==> src/rtl/shreg_mux_driver_pkg.sv <==
// Shared definitions for the shift-register / read-mux sequencer.
// FSM state encodings and fixed data/select widths.
package shreg_mux_driver_pkg;

    localparam int unsigned WIDTH = 8;
    localparam int unsigned SEL_W = 3;

    typedef enum logic [1:0] {
        ST_IDLE  = 2'd0,
        ST_SHIFT = 2'd1,
        ST_READ  = 2'd2,
        ST_DONE  = 2'd3
    } state_t;

endpackage

==> src/rtl/shreg_mux_driver.sv <==
// Loads a byte serially (MSB first) into the downstream shift stage, sweeps the
// 8:1 read mux to recover it, and reports the read-back byte with a match flag.
module shreg_mux_driver
    import shreg_mux_driver_pkg::*;
(
    input  logic             clk,
    input  logic             reset,
    input  logic             in_valid,
    input  logic [WIDTH-1:0] in_data,
    output logic             in_ready,
    output logic             enable,
    output logic             S,
    output logic             A,
    output logic             B,
    output logic             C,
    input  logic             Z,
    output logic             out_valid,
    output logic [WIDTH-1:0] out_data,
    input  logic             out_ready,
    output logic             match
);

    state_t             state, state_nx;
    logic [SEL_W-1:0]   cnt;
    logic [WIDTH-1:0]   dreg;
    logic [WIDTH-2:0]   rb;
    logic [WIDTH-1:0]   rb_full;

    // The last mux bit is taken straight from Z on the final READ edge.
    assign rb_full = {Z, rb};

    always_comb begin
        state_nx = state;
        case (state)
            ST_IDLE:  if (in_valid) state_nx = ST_SHIFT;
            ST_SHIFT: if (cnt == 3'd7) state_nx = ST_READ;
            ST_READ:  if (cnt == 3'd7) state_nx = ST_DONE;
            ST_DONE:  if (out_ready) state_nx = ST_IDLE;
            default:  state_nx = ST_IDLE;
        endcase
    end

    always_comb begin
        in_ready  = 1'b0;
        enable    = 1'b0;
        S         = 1'b0;
        {A, B, C} = '0;
        out_valid = 1'b0;
        case (state)
            ST_IDLE:  in_ready = 1'b1;
            ST_SHIFT: begin
                enable = 1'b1;
                S      = dreg[3'd7 - cnt];
            end
            ST_READ:  {A, B, C} = cnt;
            ST_DONE:  out_valid = 1'b1;
            default:  ;
        endcase
    end

    always_ff @(posedge clk) begin
        if (reset) begin
            state    <= ST_IDLE;
            cnt      <= '0;
            dreg     <= '0;
            rb       <= '0;
            out_data <= '0;
            match    <= 1'b0;
        end else begin
            state <= state_nx;
            case (state)
                ST_IDLE: begin
                    if (in_valid) begin
                        dreg <= in_data;
                        cnt  <= '0;
                    end
                end
                ST_SHIFT: cnt <= cnt + 3'd1;
                ST_READ: begin
                    cnt <= cnt + 3'd1;
                    if (cnt != 3'd7) begin
                        rb[cnt] <= Z;
                    end else begin
                        out_data <= rb_full;
                        match    <= (rb_full == dreg);
                    end
                end
                default: ;
            endcase
        end
    end

endmodule

==> config.mk <==
export PLATFORM = sky130hd
export DESIGN_NAME = shreg_mux_driver
export DESIGN_NICKNAME = d
export VERILOG_FILES = /design/src/rtl/shreg_mux_driver_pkg.sv /design/src/rtl/shreg_mux_driver.sv
export SDC_FILE = /design/constraint.sdc
export NUM_CORES = 1
export LEC_CHECK = 0
export CAP_MARGIN = 20
export CORE_MARGIN = 4
export CORE_UTILIZATION = 50
export DETAILED_ROUTE_END_ITERATION = 16
export GPL_ROUTABILITY_DRIVEN = 0
export GPL_TIMING_DRIVEN = 0
export PLACE_DENSITY = 0.78
export SETUP_SLACK_MARGIN = 0.3
export SYNTH_ARGS = -nofsm -noshare
export SYNTH_HDL_FRONTEND = slang
export SYNTH_SLANG_ARGS = --single-unit
==> constraint.sdc <==
create_clock -name clk -period 2.21 [get_ports clk]
set_clock_uncertainty 0.1 [all_clocks]
set_input_delay 0.663 -clock clk [delete_from_list [all_inputs] [get_ports clk]]
set_output_delay 0.663 -clock clk [all_outputs]
set_load 0.005 [all_outputs]
-- Word-level counts from Yosys, hierarchy flattened
Cells that the tools add are included.
- register bits after elaboration: 29
- word-level logic and storage cells: 50
- add/subtract/negate cells: 2
- $lt $le $gt $ge: 3
- eq/ne operators: 10
- muxes and demuxes: 19
- bitwise logic cells: 1
- reductions and logical operators: 9
- operator list (operator ; number):
    $mux W1 ; 9
    $eq A8 B8 Y1 ; 1
    $lt A3 B4 Y1 const B ; 2
    $mux W2 ; 4
    $ne A2 B2 Y1 const B ; 4
    $pmux W2 S4 ; 1
    $reduce_and A2 Y1 ; 4
    $bwmux W7 ; 1
    $pmux W3 S2 ; 1
    $eq A2 B2 Y1 const B ; 2
    $reduce_and A4 Y1 ; 1
    $add A3 B1 Y3 const B ; 1
    $bmux W1 S3 ; 1
    $demux W1 S3 ; 1
    $eq A3 B3 Y1 const B ; 1
    $ge A3 B1 Y1 const B ; 1
    $mux W3 ; 1
    $ne A3 B3 Y1 const B ; 1
    $sub A3 B3 Y3 const A ; 1
    $eq A2 B1 Y1 const B ; 1
    $logic_not A2 Y1 ; 1
    $reduce_bool A2 Y1 ; 1
    $reduce_or A2 Y1 ; 1
    $logic_and A1 B1 Y1 ; 1
    $not A1 Y1 ; 1

-- Logic depth before layout (Yosys ltp)
- depth after elaboration: 5
- mapped depth: 6
- depth with buffers taken out: 6

-- Worst setup path after synthesis
Ideal clock, no wire load.
- kind: reg2out
- from: reg cnt[0]
- to: out S
- arrival: 1.127 ns
- required time: 1.447 ns
- setup slack: 0.320 ns
- cell stages (with the launch flop): 5
- cells stage by stage: dfxtp_1 > buf_6 > mux2i_1 > mux4_2 > nor2b_1
- longest elaborated chain between the ends: 4
- RTL lines (item ; RTL line ; source):
    start, declared ; shreg_mux_driver.sv:24 ; logic [SEL_W-1:0] cnt;
    start signal, assigned ; shreg_mux_driver.sv:78 ; ST_SHIFT: cnt <= cnt + 3'd1;
    start signal, assigned ; shreg_mux_driver.sv:80 ; cnt <= cnt + 3'd1;
    $sub A3 B3 Y3 ; shreg_mux_driver.sv:53 ; S = dreg[3'd7 - cnt];
    $bmux W1 S3 ; shreg_mux_driver.sv:53 ;
    $mux W1 (implied by the code) ; shreg_mux_driver.sv:53 ;
    $mux W1 ; shreg_mux_driver.sv:49 ; case (state)
    end, declared ; shreg_mux_driver.sv:12 ; output logic S,
No other way between the ends. The select of a mux whose other input is x is not followed.

-- Worst setup path after layout
Ends and elaborated chain as after synthesis.

==> flow_metrics.py <==
metrics = {
    "outcome": {
        "outcome": "finished with violations",
        "violations": "setup timing",
    },
    "logic_synthesis": {
        "syn_area_per_cell_um2": 8.75,
        "synth_fp_nets": 182,
        "yosysTopAreaCell": "dfxtp_1",
        "synth.top_cell.area_share": 0.410,
        "synth_edf_count": 0,
        "synth_area_leaders": "dfxtp_1 (41%), mux2i_1 (8.5%), nand2_1 (7.1%)",
        "ys.flop_type": "dfxtp_1",
        "netlist_area_um2": 1420,
        "synth-seq-area-share": 0.410,
        "synth_cell_type_count": 33,
        "synth-seq-cells": 29,
        "syn_inst": 162,
        "yosys_warnings": 0,
        "postSynth.asyncResetShare": 0,
    },
    "setup_path": {
        "cp_cell_sequence": "buf_6 -> mux2i_1 -> mux4_2 -> nor2b_1 -> buf_2",
        "cp-endpoint": "S",
        "critPathTopFamily": "multiplexers",
        "cp.required_ns": 1.45,
        "cp_slowest_cell": "mux4_2",
        "crit_buf_inv": 2,
        "setup.worst_path.start": "cnt[0]",
        "r2r_start": "state[0]",
        "regToRegSetupSlack_ns": 0.40,
        "path_max_fanout": 5,
        "crit_path_start_kind": "register",
        "reg2reg_to": "cnt[1]",
        "cp.depth": 5,
        "reg2regPathDepth": 9,
        "cpPeakStageDelay_ns": 0.46,
        "setup.worst_path.class": "register to primary output",
        "endpoint_kind": "primary output",
        "critPathArrivalTime_ns": 1.61,
    },
    "die": {
        "initial_core_util": 0.519,
        "die_w_um": 61.2,
        "core_area_um2": 2730,
        "num_rows": 19,
        "die_area_um2": 3750,
        "io_pins": 29,
        "floorplan.die.height_um": 61.2,
    },
    "route": {
        "wl_per_cell_um": 14.2,
        "vias_per_cell": 5.35,
        "firstDrtPassIters": 4,
        "num_vias": 1285,
        "ant_nets": 0,
        "route.detailed.drc": 0,
        "drt_wl_total_um": 3410,
        "drt-initial-drc-count": 26,
    },
    "sta": {
        "fin_tns_setup_ns": -0.162,
        "period_needed_ns": 2.37,
        "rsz0062_at_grt": "true",
        "slew_violations": 0,
        "max_freq_ghz": 0.422,
        "slew_headroom": 0.727,
        "tightest_slew_ns": 0.410,
        "setup_viol": 1,
        "hold_viol": 0,
        "final.setup.worst_slack_ns": -0.162,
        "period_share": 1.07,
    },
    "cells_and_area": {
        "layout.nets": 228,
        "final_layout_size_suffix_gt1_frac": 0.297,
        "design_area_um2": 1990,
        "final_util": 0.727,
        "fillers": 205,
        "area_delta_synth_final_pct": 40.2,
        "diodes": 0,
    },
    "clock_tree": {
        "cts_tree": "yes",
        "cts-buffers-inserted": 5,
        "cts-root-buf": "clkbuf_4",
        "clock_latency_ns": 0.32,
        "cts_max_level": 2,
        "cts.sinks": 29,
        "clk_pin_slew_ns": 0.09,
        "clk_path_buf_depth": 2,
        "ctsHoldBuffers": 0,
    },
    "global_route": {
        "grtUsageTotal": 0.205,
        "grt_pass1_wl_um": 5550,
        "grt_pass1_vias": 1242,
        "use_met2": 0.355,
        "grt_max_degree": 11,
        "antenna_found_initial": 0,
        "busiest_layer": "met2",
        "grt.met1_usage": 0.222,
        "met3_usage": 0.0650,
        "grt_overflow_total": 0,
    },
    "hold_path": {
        "hp-class": "register to register",
    },
    "placed_design": {
        "port_buffers": 26,
        "placed_area_um2": 1720,
        "hpwlAfterDp_um": 2270,
        "pre_cts_ws_ns": -0.214,
    },
    "power": {
        "irDropWorstVdd_uv": 767,
        "p_total_mw": 1.93,
        "leakagePower_nw": 0.840,
        "p_per_area_nw_per_um2": 973,
    },
    "flow_run": {
        "drv_cap": 0,
    },
}
## sequential cells by signal, indices dropped and copies added (netlist names)
signal and cells:
cnt 3, dreg 8, match 1, out_data 8, rb 7, state 2
## synth_stat cells (2+ instances only)
library cell / number
xnor2_1: 4
nand3_1: 10
a22oi_1: 2
inv_1: 4
dfxtp_1: 29
mux2i_1: 12
nor3b_1: 2
buf_1: 2
nor2_1: 12
nor3_1: 3
ha_1: 7
nand2_1: 27
clkbuf_1: 3
nand3b_1: 3
xor2_1: 4
a21oi_1: 17
buf_2: 3
and2_1: 3
## cells by family (layout without fill, tap and decap cells)
family                     count (synthesis)  in the layout  synth area share
AOI/OAI and AO/OA                         23             23            0.0927
adders and majority gates                  7              7            0.0618
muxes                                     13             13             0.101
xor gates and xnor gates                   8              8            0.0494
and+or+nand+nor                           68             68             0.238
buffers and inverters                     14             61            0.0477
DFF                                       29             29             0.410
## area by class of cell
type,count,area (um2),share of cell area
Tap cell,31,38.8,0.0195
Timing Repair Buffer,39,345,0.174
Multi-Input combinational cell,119,843,0.424
Clock buffer,7,55.1,0.0277
Sequential cell,29,596,0.300
Inverter,4,20.0,0.0101
Clock inverter,1,30.0,0.0151
Buffer,10,60.1,0.0302
## where the power goes
| part | total, mW | switching, mW | internal [mW] |
|---|---|---|---|
| logic | 0.815 | 0.395 | 0.420 |
| clock network | 0.453 | 0.182 | 0.270 |
| registers | 0.667 | 0.0744 | 0.592 |
## worst min path at each step
stage                startpoint           to  slack [ns]  cells past startpoint
floorplan           out_data[0]  out_data[0]        0.35                      2
global placement    out_data[0]  out_data[0]        0.34                      2
detailed placement  out_data[3]  out_data[3]        0.35                      2
CTS                 out_data[3]  out_data[3]        0.36                      2
global route        out_data[2]  out_data[2]        0.37                      2
finish              out_data[2]  out_data[2]        0.35                      2
## through the flow
stage / std cells / hold slack, ns
after CTS: 236 / 0.356
after global placement: 219 / 0.342
final: 240 / 0.353
after global routing: 240 / 0.368
after detailed placement: 219 / 0.345
after floorplan: 162 / 0.353
## placed cells by master (no fill, tap or decap), types with 9 or more instances in the layout
cell type	Yosys	routed
dfxtp_2	0	9
nor2_1	12	12
clkdlybuf4s50_1	0	10
a21oi_1	17	17
mux2i_1	12	12
dfxtp_1	29	19
dlygate4sd2_1	0	9
buf_4	1	10
nand3_1	10	10
buf_2	3	9
nand2_1	27	27
## what timing repair did
action | in CTS | in global routing
setup endpoints to repair | 36 | 8
gates resized for setup | 69 | 11
pin swaps | 4 | 2
buffers inserted | 9 | 4
## worst reg2reg max path, stage by stage, from the launching register on
cell and delay, ns:
dfxtp_2 0.36, buf_6 0.12, inv_4 0.04, buf_6 0.11, buf_4 0.12, buf_4 0.13, ha_1 0.32, o21ai_1 0.25
a22oi_1 0.10, nor2_1 0.12
## metal layers
layer / routed length [um] / part of all wire / vias up
met5: 0 / 0 / -
li1: - / - / 644
met4: 91 / 0.027 / 0
met1: 1440 / 0.42 / 603
met3: 140 / 0.041 / 12
met2: 1740 / 0.51 / 26
(Power assumes the default switching activity.)
